===== config.mk =====
export PLATFORM = sky130hd
export DESIGN_NAME = i4002_host_seq
export DESIGN_NICKNAME = d
export VERILOG_FILES = /design/src/rtl/mcs4.sv /design/src/rtl/i4002_host_seq.sv
export SDC_FILE = /design/constraint.sdc
export NUM_CORES = 1
export LEC_CHECK = 0
export CAP_MARGIN = 20
export CORE_MARGIN = 8
export CORE_UTILIZATION = 45
export DETAILED_ROUTE_END_ITERATION = 8
export PLACE_DENSITY = 0.71
export SYNTH_ARGS = -nofsm -noshare
export SYNTH_HDL_FRONTEND = slang
export SYNTH_SLANG_ARGS = --single-unit

===== constraint.sdc =====
create_clock -name clk -period 1.94 [get_ports clk]
set_input_delay 0.388 -clock clk [delete_from_list [all_inputs] [get_ports clk]]
set_output_delay 0.388 -clock clk [all_outputs]
set_load 0.02 [all_outputs]

===== src/rtl/mcs4.sv =====
// Shared MCS-4 types: 4-bit bus character and the I/O-RAM opcode group (OPA field).
package mcs4;

    localparam int unsigned CHAR_W = 4;

    typedef logic [CHAR_W-1:0] char_t;

    typedef enum logic [CHAR_W-1:0] {
        OPA_WRM = 4'h0, OPA_WMP = 4'h1, OPA_WRR = 4'h2, OPA_WPM = 4'h3,
        OPA_WR0 = 4'h4, OPA_WR1 = 4'h5, OPA_WR2 = 4'h6, OPA_WR3 = 4'h7,
        OPA_SBM = 4'h8, OPA_RDM = 4'h9, OPA_RDR = 4'hA, OPA_ADM = 4'hB,
        OPA_RD0 = 4'hC, OPA_RD1 = 4'hD, OPA_RD2 = 4'hE, OPA_RD3 = 4'hF
    } ioram_opa_t;

    // Opcodes whose IO frame carries host data on the bus at X2.
    function automatic logic opa_is_write(input char_t opa);
        case (ioram_opa_t'(opa))
            OPA_WRM, OPA_WMP, OPA_WR0, OPA_WR1, OPA_WR2, OPA_WR3: return 1'b1;
            default:                                              return 1'b0;
        endcase
    endfunction

    // Opcodes whose IO frame returns RAM data on the bus at X2.
    function automatic logic opa_is_read(input char_t opa);
        case (ioram_opa_t'(opa))
            OPA_SBM, OPA_RDM, OPA_ADM, OPA_RD0, OPA_RD1, OPA_RD2, OPA_RD3: return 1'b1;
            default:                                                       return 1'b0;
        endcase
    endfunction

endpackage


===== src/rtl/i4002_host_seq.sv =====
// Host-side MCS-4 I/O-RAM sequencer: turns single host requests into SRC/IO bus
// frames for attached i4002 RAMs and returns one response per request.
module i4002_host_seq #(
    parameter bit SRC_CACHE = 1'b1
) (
    input  logic        clk,
    input  logic        rst,
    input  logic        req_valid,
    output logic        req_ready,
    input  mcs4::char_t req_opa,
    input  logic [7:0]  req_addr,
    input  mcs4::char_t req_wdata,
    output logic        rsp_valid,
    output mcs4::char_t rsp_data,
    output logic        sync,
    output logic        cm_ram,
    output mcs4::char_t dbus_out,
    input  mcs4::char_t dbus_in
);

    localparam int unsigned PH_W   = 3;
    localparam int unsigned ADDR_W = 8;

    localparam logic [PH_W-1:0] PH_M2 = PH_W'(4);
    localparam logic [PH_W-1:0] PH_X2 = PH_W'(6);
    localparam logic [PH_W-1:0] PH_X3 = PH_W'(7);

    typedef enum logic [1:0] {
        ST_IDLE,
        ST_SRC,
        ST_IO
    } state_t;

    logic [PH_W-1:0]   phase;
    state_t            state;
    logic              cache_valid;
    logic [ADDR_W-1:0] cache_addr;
    logic [ADDR_W-1:0] addr_q;
    mcs4::char_t       opa_q;
    mcs4::char_t       wdata_q;

    logic [PH_W-1:0] phase_nxt;
    logic            accept;
    logic            hit;

    assign phase_nxt = phase + PH_W'(1);
    assign accept    = req_valid && req_ready;
    assign hit       = SRC_CACHE && cache_valid && (req_addr == cache_addr);

    // Frame FSM, phase counter and all bus/handshake outputs; outputs are set one
    // clock ahead from phase_nxt so they line up with the phase they belong to.
    always_ff @(posedge clk) begin
        if (rst) begin
            phase       <= PH_X3;
            state       <= ST_IDLE;
            cache_valid <= 1'b0;
            cache_addr  <= '0;
            addr_q      <= '0;
            opa_q       <= '0;
            wdata_q     <= '0;
            sync        <= 1'b1;
            req_ready   <= 1'b1;
            cm_ram      <= 1'b0;
            dbus_out    <= '0;
            rsp_valid   <= 1'b0;
            rsp_data    <= '0;
        end else begin
            phase     <= phase_nxt;
            sync      <= (phase_nxt == PH_X3);
            req_ready <= (phase_nxt == PH_X3) && (state != ST_SRC);
            cm_ram    <= 1'b0;
            dbus_out  <= '0;
            rsp_valid <= 1'b0;

            // Frame boundary: state may only change on the X3->A1 edge.
            if (phase == PH_X3) begin
                if (accept) begin
                    opa_q   <= req_opa;
                    addr_q  <= req_addr;
                    wdata_q <= req_wdata;
                    state   <= hit ? ST_IO : ST_SRC;
                end else if (state == ST_SRC) begin
                    state <= ST_IO;
                end else begin
                    state <= ST_IDLE;
                end
                if (state == ST_SRC) begin
                    cache_valid <= 1'b1;
                    cache_addr  <= addr_q;
                end
            end

            case (state)
                ST_SRC: begin
                    if (phase_nxt == PH_X2) begin
                        cm_ram   <= 1'b1;
                        dbus_out <= addr_q[3:0];
                    end else if (phase_nxt == PH_X3) begin
                        dbus_out <= addr_q[7:4];
                    end
                end
                ST_IO: begin
                    if (phase_nxt == PH_M2) begin
                        cm_ram   <= 1'b1;
                        dbus_out <= opa_q;
                    end else if ((phase_nxt == PH_X2) && mcs4::opa_is_write(opa_q)) begin
                        dbus_out <= wdata_q;
                    end
                    // Read data is captured on the edge that closes X2.
                    if (phase == PH_X2) begin
                        rsp_valid <= 1'b1;
                        rsp_data  <= mcs4::opa_is_read(opa_q) ? dbus_in : '0;
                    end
                end
                default: ;
            endcase
        end
    end

endmodule

=== Word level (Yosys, flattened, before mapping) ===
Cells that the tools add are included.

* Memory bits (read-only): 0
* Latch bits: 0
* Memory bits (writable): 0
* Memories kept: 0
* Input port bits: 23
* Register bits: 42
* Output and inout port bits: 12
* Word-level logic and storage cells: 68

* $mul: 0
* Div/mod/pow operators: 0
* Magnitude comparators: 0
* Multiplexer cells: 21
* Reduce and logical (&&, ||, !) cells: 11
* Shift-type cells: 0
* Bitwise gates (word level): 1
* Equality and inequality tests: 21
* Add/subtract/negate cells: 1

{| class="wikitable"
|+ Operators by type and width
! kind !! number
|-
| 4-bit equality test (second input constant) || 7
|-
| 4-bit two-way mux || 5
|-
| 4-bit by 3-bit equality test with 1-bit output (second input constant) || 4
|-
| 3-bit equality test (second input constant) || 5
|-
| 1-bit two-way mux || 11
|-
| 8-bit equality test || 1
|-
| 4-bit case mux with 2 select lines || 1
|-
| 7-bit OR reduction || 1
|-
| 2-bit two-way mux || 3
|-
| 2-bit AND reduction || 3
|-
| 6-bit OR reduction || 1
|-
| 4-bit by 1-bit equality test with 1-bit output (second input constant) || 1
|-
| 1-bit logical AND || 4
|-
| 4-bit logical NOT || 1
|-
| 3-bit by 1-bit adder with 3-bit output (second input constant) || 1
|-
| 2-bit by 1-bit equality test with 1-bit output (second input constant) || 1
|-
| 2-bit equality test (second input constant) || 1
|-
| 2-bit by 1-bit inequality test with 1-bit output (second input constant) || 1
|-
| 1-bit case mux with 2 select lines || 1
|-
| 2-bit OR reduction || 1
|-
| 1-bit inverter || 1
|}

=== Longest topological paths before layout ===
Gate-level depths: netlist of run 1.

* Depth after elaboration: 10
* Depth in mapped cells: 7
* Gate-level depth less buffers: 6

=== Least setup slack after synthesis of run 1 ===
Ideal clock, no wire load.

* Path kind: flip-flop to flip-flop
* From: register phase[0]
* To: register dbus_out[0]
* Setup time: 0.074 ns
* Arrival time: 1.696 ns
* Buffers on the path: 0
* Path slack: 0.170 ns
* Clock period less this slack: 1.770 ns
* Stages on the path, launching flop included: 7
* Cells stage by stage: dfxtp_1 -> ha_1 -> ha_1 -> or3b_1 -> nor4b_4 -> nand2_1 -> a31oi_1

* Longest elaborated chain between the ends: 6
* Elaborated cells between the ends (all ways): 10

{| class="wikitable"
|+ Ends and longest elaborated chain
! item !! RTL line !! text
|-
| start, declared || i4002_host_seq.sv:34 || <nowiki>logic [PH_W-1:0] phase;</nowiki>
|-
| start signal, assigned || i4002_host_seq.sv:68 || <nowiki>phase <= phase_nxt;</nowiki>
|-
| 3-bit by 1-bit adder with 3-bit output (*) || i4002_host_seq.sv:46 || <nowiki>assign phase_nxt = phase + PH_W'(1);</nowiki>
|-
| 3-bit equality test || i4002_host_seq.sv:95, i4002_host_seq.sv:106 ||
|-
| 1-bit logical AND || i4002_host_seq.sv:106 || <nowiki>end else if ((phase_nxt == PH_X2) && mcs4::opa_is_write(opa_q)) begin</nowiki>
|-
| 4-bit two-way mux || i4002_host_seq.sv:106 ||
|-
| 4-bit two-way mux || i4002_host_seq.sv:103 || <nowiki>if (phase_nxt == PH_M2) begin</nowiki>
|-
| 4-bit case mux with 2 select lines (*) || i4002_host_seq.sv:93 || <nowiki>case (state)</nowiki>
|-
| end signal, assigned || i4002_host_seq.sv:97 || <nowiki>dbus_out <= addr_q[3:0];</nowiki>
|-
| end signal, assigned || i4002_host_seq.sv:105 || <nowiki>dbus_out <= opa_q;</nowiki>
|-
| end signal, assigned || i4002_host_seq.sv:107 || <nowiki>dbus_out <= wdata_q;</nowiki>
|-
| end, declared || i4002_host_seq.sv:17 || <nowiki>output mcs4::char_t dbus_out,</nowiki>
|}

Every way passes the cells marked *; elsewhere a longest branch is shown, timed or not.
A chain may end at the register's enable or synchronous reset.

=== Worst setup path in the final report of run 1 ===
* From: register phase[1]
* To: register dbus_out[1]

The elaborated chain is that of the path after synthesis.

==> results.yml, run 1 <==
logic_synthesis:
  synthFlopType: "dfxtp_1"
  synth_cell_area_um2: 1710
  postSynthRegisterBits: 42
  count_of_cell_types_in_the_netlist: 25
  post_synth_inst_count: 202
  synth-warning-count: 0
  register_area_share_after_synthesis: 0.492
  yosysTopAreaCell: "dfxtp_1"
  avgSynthCellArea_um2: 8.47
  synth_area_leaders: "dfxtp_1 (49%), nand2_1 (11%), a21oi_1 (7.9%), ha_1 (5.1%), nand3_1 (4.4%)"
  top_cell_type_s_share_of_synthesized_area: 0.492
  synth_async_sr_flop_share: 0
  synth-edff-count: 0
  synth_fp_nets: 232
sta:
  worst_pin_slew_ns: 0.308
  slew_violations: 0
  timing.max_slew.rel_slack: 0.794
  fmaxAchievable_mhz: 551
  holdWs_ns: 0.459
  setup_violations: 0
  finalWorstSetupSlack_ns: 0.126
  finalCritPeriodShare: 0.935
  unrepaired_setup_endpoints_after_global_routing: "no"
  final_period_minus_worst_setup_slack_ns: 1.81
  final-hold-violation-count: 0
  worst_clock_skew_ns: 0.00393
cells_and_area:
  finalInstanceArea_um2: 2270
  multi_input_area_um2: 832
  most-common-layout-cells: "nand2_1 (49), dfxtp_1 (42), clkdlybuf4s50_1 (34)"
  area_growth_pct: 32.7
  nNetsFinal: 277
  num_antenna_cells: 0
  post_layout_nonfiller_instances: 295
  fill_cells: 329
  layout_commonest_cell: "nand2_1"
  drive_gt1_frac: 0.0931
  register_cell_area_after_layout_um2: 841
placement:
  numPortBuffers: 34
  place.gp.congestion: 0.758
  placed_cell_area_um2: 2170
  dpl_worst_slack_ns: -0.0140
  post-place-cells: 288
  dp_hpwl_mm: 2.82
global_routing:
  grt_start_max_net_pins: 27
  global_route.peak_usage_layer: "met2"
  global_route_congestion_overflow_total: 0
  first_pass_grt_wire_length_mm: 6.76
  globalRouteMet1Util: 0.165
  grt_pass1_vias: 1470
  grt_antenna_before_repair: 0
  grtUsageTotal: 0.134
  global_route.usage.met3: 0.0334
  global_route.usage.met2: 0.216
cts:
  ctsHoldBuffers: 0
  clock_sink_count: 42
  cts.repair_timing.setup_buffer_count: 0
  h_tree_levels: 2
  clock_latency_ns: 0.28
  clk_root_buffer_cell: "clkbuf_8"
  clock_path_buffers: 2
  cts.reportedPaths.clkPinSlew_ns: 0.07
  cts_buffers: 5
  clock_tree_from_tritoncts: "yes"
route:
  drtPass1Iterations: 4
  detail_route.iter0.violations: 83
  viasPerCell: 5.12
  remaining_drc_errors: 0
  wl_mm: 3.85
  postRouteAntennaNets: 0
  detailroute.via_count: 1510
  avgRoutedWirePerCell_um: 13.0
worst_setup_path:
  critical_path_sink_type: "flip-flop"
  path_delay_family: "simple AND/OR/NAND/NOR gates"
  path_buf_inv: 0
  crit_path_top_delay_cell: "or3b_4"
  reg2reg_setup_slack_ns: 0.13
  critical_path_fanouts_max: 4
  cp.arrival_ns: 2.02
  worst-endpoint-required_ns: 2.14
  crit_type: "flip-flop to flip-flop"
  worst_setup_path_start_kind: "flip-flop"
  path_cells: "ha_2 > ha_4 > or3b_4 > nor4b_4 > nand2_1 > a31oi_2"
  crit_path_max_incr_delay_ns: 0.38
power:
  power_per_cell_area_nw_per_um2: 754
  power_leakage_nw: 0.783
  ir_worst_vdd_uv: 447
floorplanning:
  die-height_um: 77.7
  row_count: 22
  die_x_um: 77.7
  die_area_um2: 6030
  ioPinCount: 35
  start_util: 0.467
  coreArea_um2: 3660
min_path:
  hold_path_class: "flip-flop to flip-flop"
run:
  timing.max_cap.violations: 0
outcome:
  outcome: "finished, final reports clean"
[cell usage after synthesis (4+ instances only)]
| library cell | number |
|---|---|
| clkbuf_1 | 7 |
| a31oi_1 | 4 |
| nand3_1 | 15 |
| inv_1 | 8 |
| dfxtp_1 | 42 |
| a21oi_1 | 27 |
| nand2_1 | 49 |
| ha_1 | 7 |
| nor2_1 | 9 |
| a22oi_1 | 8 |
| nand2b_1 | 5 |
| xnor2_1 | 8 |
[final timing paths]
| path | from | endpoint | cells after the start |
|---|---|---|---|
| max | phase[1] | dbus_out[1] | 6 |
| min | wdata_q[3] | wdata_q[3] | 2 |
| max reg2reg | phase[1] | dbus_out[1] | 6 |
| min reg2reg | wdata_q[3] | wdata_q[3] | 2 |
[cell type report]
type                       count  share of cell area
sequential                    42               0.370
multi-input combinational    144               0.367
timing repair buffer          46               0.190
clock buffer                   7              0.0336
tap                           48              0.0265
inverter                       8              0.0132
[report_power, final]
part / switching, mW / internal (mW) / total (mW)
sequential: 0.0249 / 0.898 / 0.923
combinational: 0.141 / 0.140 / 0.282
clock: 0.259 / 0.248 / 0.507
total: 0.425 / 1.29 / 1.71
[registers in the layout (all words and copies together), names as in the netlist]
| name | flops |
|---|---|
| addr_q | 8 |
| cache_addr | 8 |
| dbus_out | 4 |
| opa_q | 4 |
| rsp_data | 4 |
| wdata_q | 4 |
| phase | 3 |
| state | 2 |
| cache_valid | 1 |
| cm_ram | 1 |
| req_ready | 1 |
| rsp_valid | 1 |
| sync | 1 |
[what timing repair did]
| item | CTS | global route |
|---|---|---|
| endpoints found under the hold margin | 0 | 0 |
| gates cloned | 0 | 0 |
| pin swaps | 4 | 3 |
| endpoints found under the setup margin | 1 | 4 |
| resized for setup | 2 | 2 |
[worst reg2reg max path, cell delays in order, from the launching register on]
cell and delay, ns:
dfxtp_1 0.37, ha_2 0.22, ha_4 0.20, or3b_4 0.38
nor4b_4 0.30, nand2_1 0.13, a31oi_2 0.15
[cells by family after synthesis]
family                   after synthesis  synth area share
flip-flops                            42             0.492
XOR/XNOR                               8            0.0410
AND/OR/NAND/NOR                       86             0.233
AO/OA/AOI/OAI                         43             0.147
adder cells (fa/ha/maj)                7            0.0512
buffers and inverters                 16            0.0358
[per-layer routing]
metal  wire length (um)  part of all wire  vias up
met2               1780              0.46       44
met1               1740              0.45      695
met5                  0                 0        -
met3                266             0.069        5
li1                   -                 -      766
met4                 56             0.015        0
[metrics by stage]
| stage | TNS (ns) | power [mW] | utilization |
|---|---|---|---|
| floorplan | 0 | 1.09 | - |
| global placement | -0.00382 | 1.21 | 0.593 |
| detailed placement | -0.0140 | 1.21 | 0.593 |
| CTS | 0 | 1.73 | 0.618 |
| global route | 0 | 1.81 | 0.620 |
| finish | 0 | 1.71 | 0.620 |
(Power assumes the default switching activity.)
==> run 2, diff against run 1 <==
PLACE_DENSITY = 0.77   (was 0.71)
==> run 2 against run 1 <==
Against the previous run:
- combinational power rose by 4%
- first-iteration DRC count is 47% higher
- routed wire length increased by 2.6%
- critical path depth stayed put
- largest power group unchanged
- highest routed layer unchanged
- worst setup slack improved by 0.036 ns
- sequential power is essentially flat
- die area stayed put
==> results.yml, run 2 (same netlist as run 1, synthesis figures left out) <==
outcome:
  outcome: "finished, final reports clean"
sta:
  timing.max_slew.rel_slack: 0.769
  setup_violations: 0
  worst_clock_skew_ns: 0.00434
  slew_violations: 0
  worst_pin_slew_ns: 0.346
  finalCritPeriodShare: 0.916
  final-hold-violation-count: 0
  fmaxAchievable_mhz: 563
  final_period_minus_worst_setup_slack_ns: 1.78
  finalWorstSetupSlack_ns: 0.163
  holdWs_ns: 0.460
  unrepaired_setup_endpoints_after_global_routing: "no"
  fin_tns_setup_ns: 0
cells_and_area:
  num_antenna_cells: 0
  most-common-layout-cells: "nand2_1 (49), dfxtp_1 (40), clkdlybuf4s50_1 (34)"
  area_growth_pct: 34.8
  nNetsFinal: 279
  reg.largest.list: "addr_q: 8 flops, cache_addr: 8 flops"
  post_layout_nonfiller_instances: 298
  layout_commonest_cell: "nand2_1"
  drive_gt1_frac: 0.112
cts:
  clock_tree_from_tritoncts: "yes"
  cts.repair_timing.setup_buffer_count: 0
  cts_buffers: 5
  cts.reportedPaths.clkPinSlew_ns: 0.08
  ctsHoldBuffers: 0
  clock_path_buffers: 2
  clk_root_buffer_cell: "clkbuf_8"
  h_tree_levels: 2
  clock_latency_ns: 0.29
  clock_sink_count: 42
worst_setup_path:
  path_cells: "ha_4 > ha_4 > or3b_4 > nor4b_4 > nand2_1 > a31oi_1"
  crit_path_top_delay_cell: "or3b_4"
  crit_path_max_incr_delay_ns: 0.38
  critical_path_fanouts_max: 4
  worst_path_most_repeated_cell: "ha_4"
  path_delay_family: "simple AND/OR/NAND/NOR gates"
  cp.arrival_ns: 1.99
  worst_setup_path_start_kind: "flip-flop"
  path_buf_inv: 0
  critical_path_sink_type: "flip-flop"
  worst-endpoint-required_ns: 2.15
  crit_type: "flip-flop to flip-flop"
global_routing:
  grt_antenna_before_repair: 0
  grtUsageTotal: 0.139
  global_route_congestion_overflow_total: 0
  grt_pass1_vias: 1520
  first_pass_grt_wire_length_mm: 6.98
  grt_start_max_net_pins: 28
route:
  post_route_met1_wirelength_mm: 1.83
  drtPass1Iterations: 4
  detailroute.via_count: 1524
  remaining_drc_errors: 0
  route.met3.wl_um: 213
  detail_route.iter0.violations: 122
  avgRoutedWirePerCell_um: 13.2
  highest_layer: "met4"
  viasPerCell: 5.11
  dr_wl_met2_mm: 1.87
  wl_mm: 3.94
  postRouteAntennaNets: 0
floorplanning:
  die_area_um2: 6030
  row_count: 22
  die_x_um: 77.7
  die-height_um: 77.7
  ioPinCount: 35
  start_util: 0.467
  coreArea_um2: 3660
power:
  ir_worst_vdd_uv: 387
  power_leakage_nw: 0.805
  power_per_cell_area_nw_per_um2: 776
placement:
  place.gp.congestion: 0.763
  post-place-cells: 290
  dpl_worst_slack_ns: 0.00204
  dp_hpwl_mm: 2.86
  numPortBuffers: 34
min_path:
  hold_path_class: "flip-flop to flip-flop"
run:
  timing.max_cap.violations: 0
[run 2: metrics by stage]
step            util  power [mW]  instance area (um2)
2_1_floorplan      -        1.09                 1710
3_3_place_gp   0.597        1.21                 2180
3_5_place_dp   0.597        1.22                 2180
4_1_cts        0.626        1.80                 2290
5_1_grt        0.630        1.89                 2310
6_report       0.630        1.79                 2310
[run 2: cell type report]
cell class / instances / area (um2)
Inverter: 8 / 30.0
Clock buffer: 7 / 86.3
Multi-Input combinational cell: 144 / 836
Timing Repair Buffer: 48 / 445
Fill cell: 318 / 1360
Clock inverter: 1 / 5.00
Sequential cell: 42 / 843
Tap cell: 48 / 60.1
[run 2: worst reg2reg max path, delay by kind of cell (launching register included)]
family | cells | cell delay [ns]
AOI/OAI and AO/OA | 1 | 0.18
adders and majority gates | 2 | 0.39
and+or+nand+nor | 3 | 0.78
DFF | 1 | 0.35
[run 2: final timing paths]
check / from / end / slack (ns) / cells past startpoint
max: phase[1] / dbus_out[2] / 0.16 / 6
min: wdata_q[3] / wdata_q[3] / 0.46 / 2
max reg2reg: phase[1] / dbus_out[2] / 0.16 / 6
min reg2reg: wdata_q[3] / wdata_q[3] / 0.46 / 2
[run 2: report_power, final]
| group | switching (mW) | total [mW] | internal, mW | leakage (nW) |
|---|---|---|---|---|
| clock | 0.284 | 0.571 | 0.287 | 0.0482 |
| sequential | 0.0276 | 0.926 | 0.899 | 0.341 |
| combinational | 0.144 | 0.292 | 0.148 | 0.416 |
| total | 0.456 | 1.79 | 1.33 | 0.805 |
[run 2: layer usage]
layer  global-route usage  up-vias
met5                    0        -
met2                0.223       32
met4               0.0434        0
li1                     -      777
met3               0.0484        4
met1                0.169      711
[run 2: timing repair]
action / CTS / global route
pin swaps: 3 / 2
setup endpoints to repair: 2 / 4
resized for setup: 2 / 4
==> run 3, diff against run 2 <==
CAP_MARGIN = 30   (was 20)
==> results of run 3 <==
No change in the layout: final DEF, timing and power equal those of run 2.
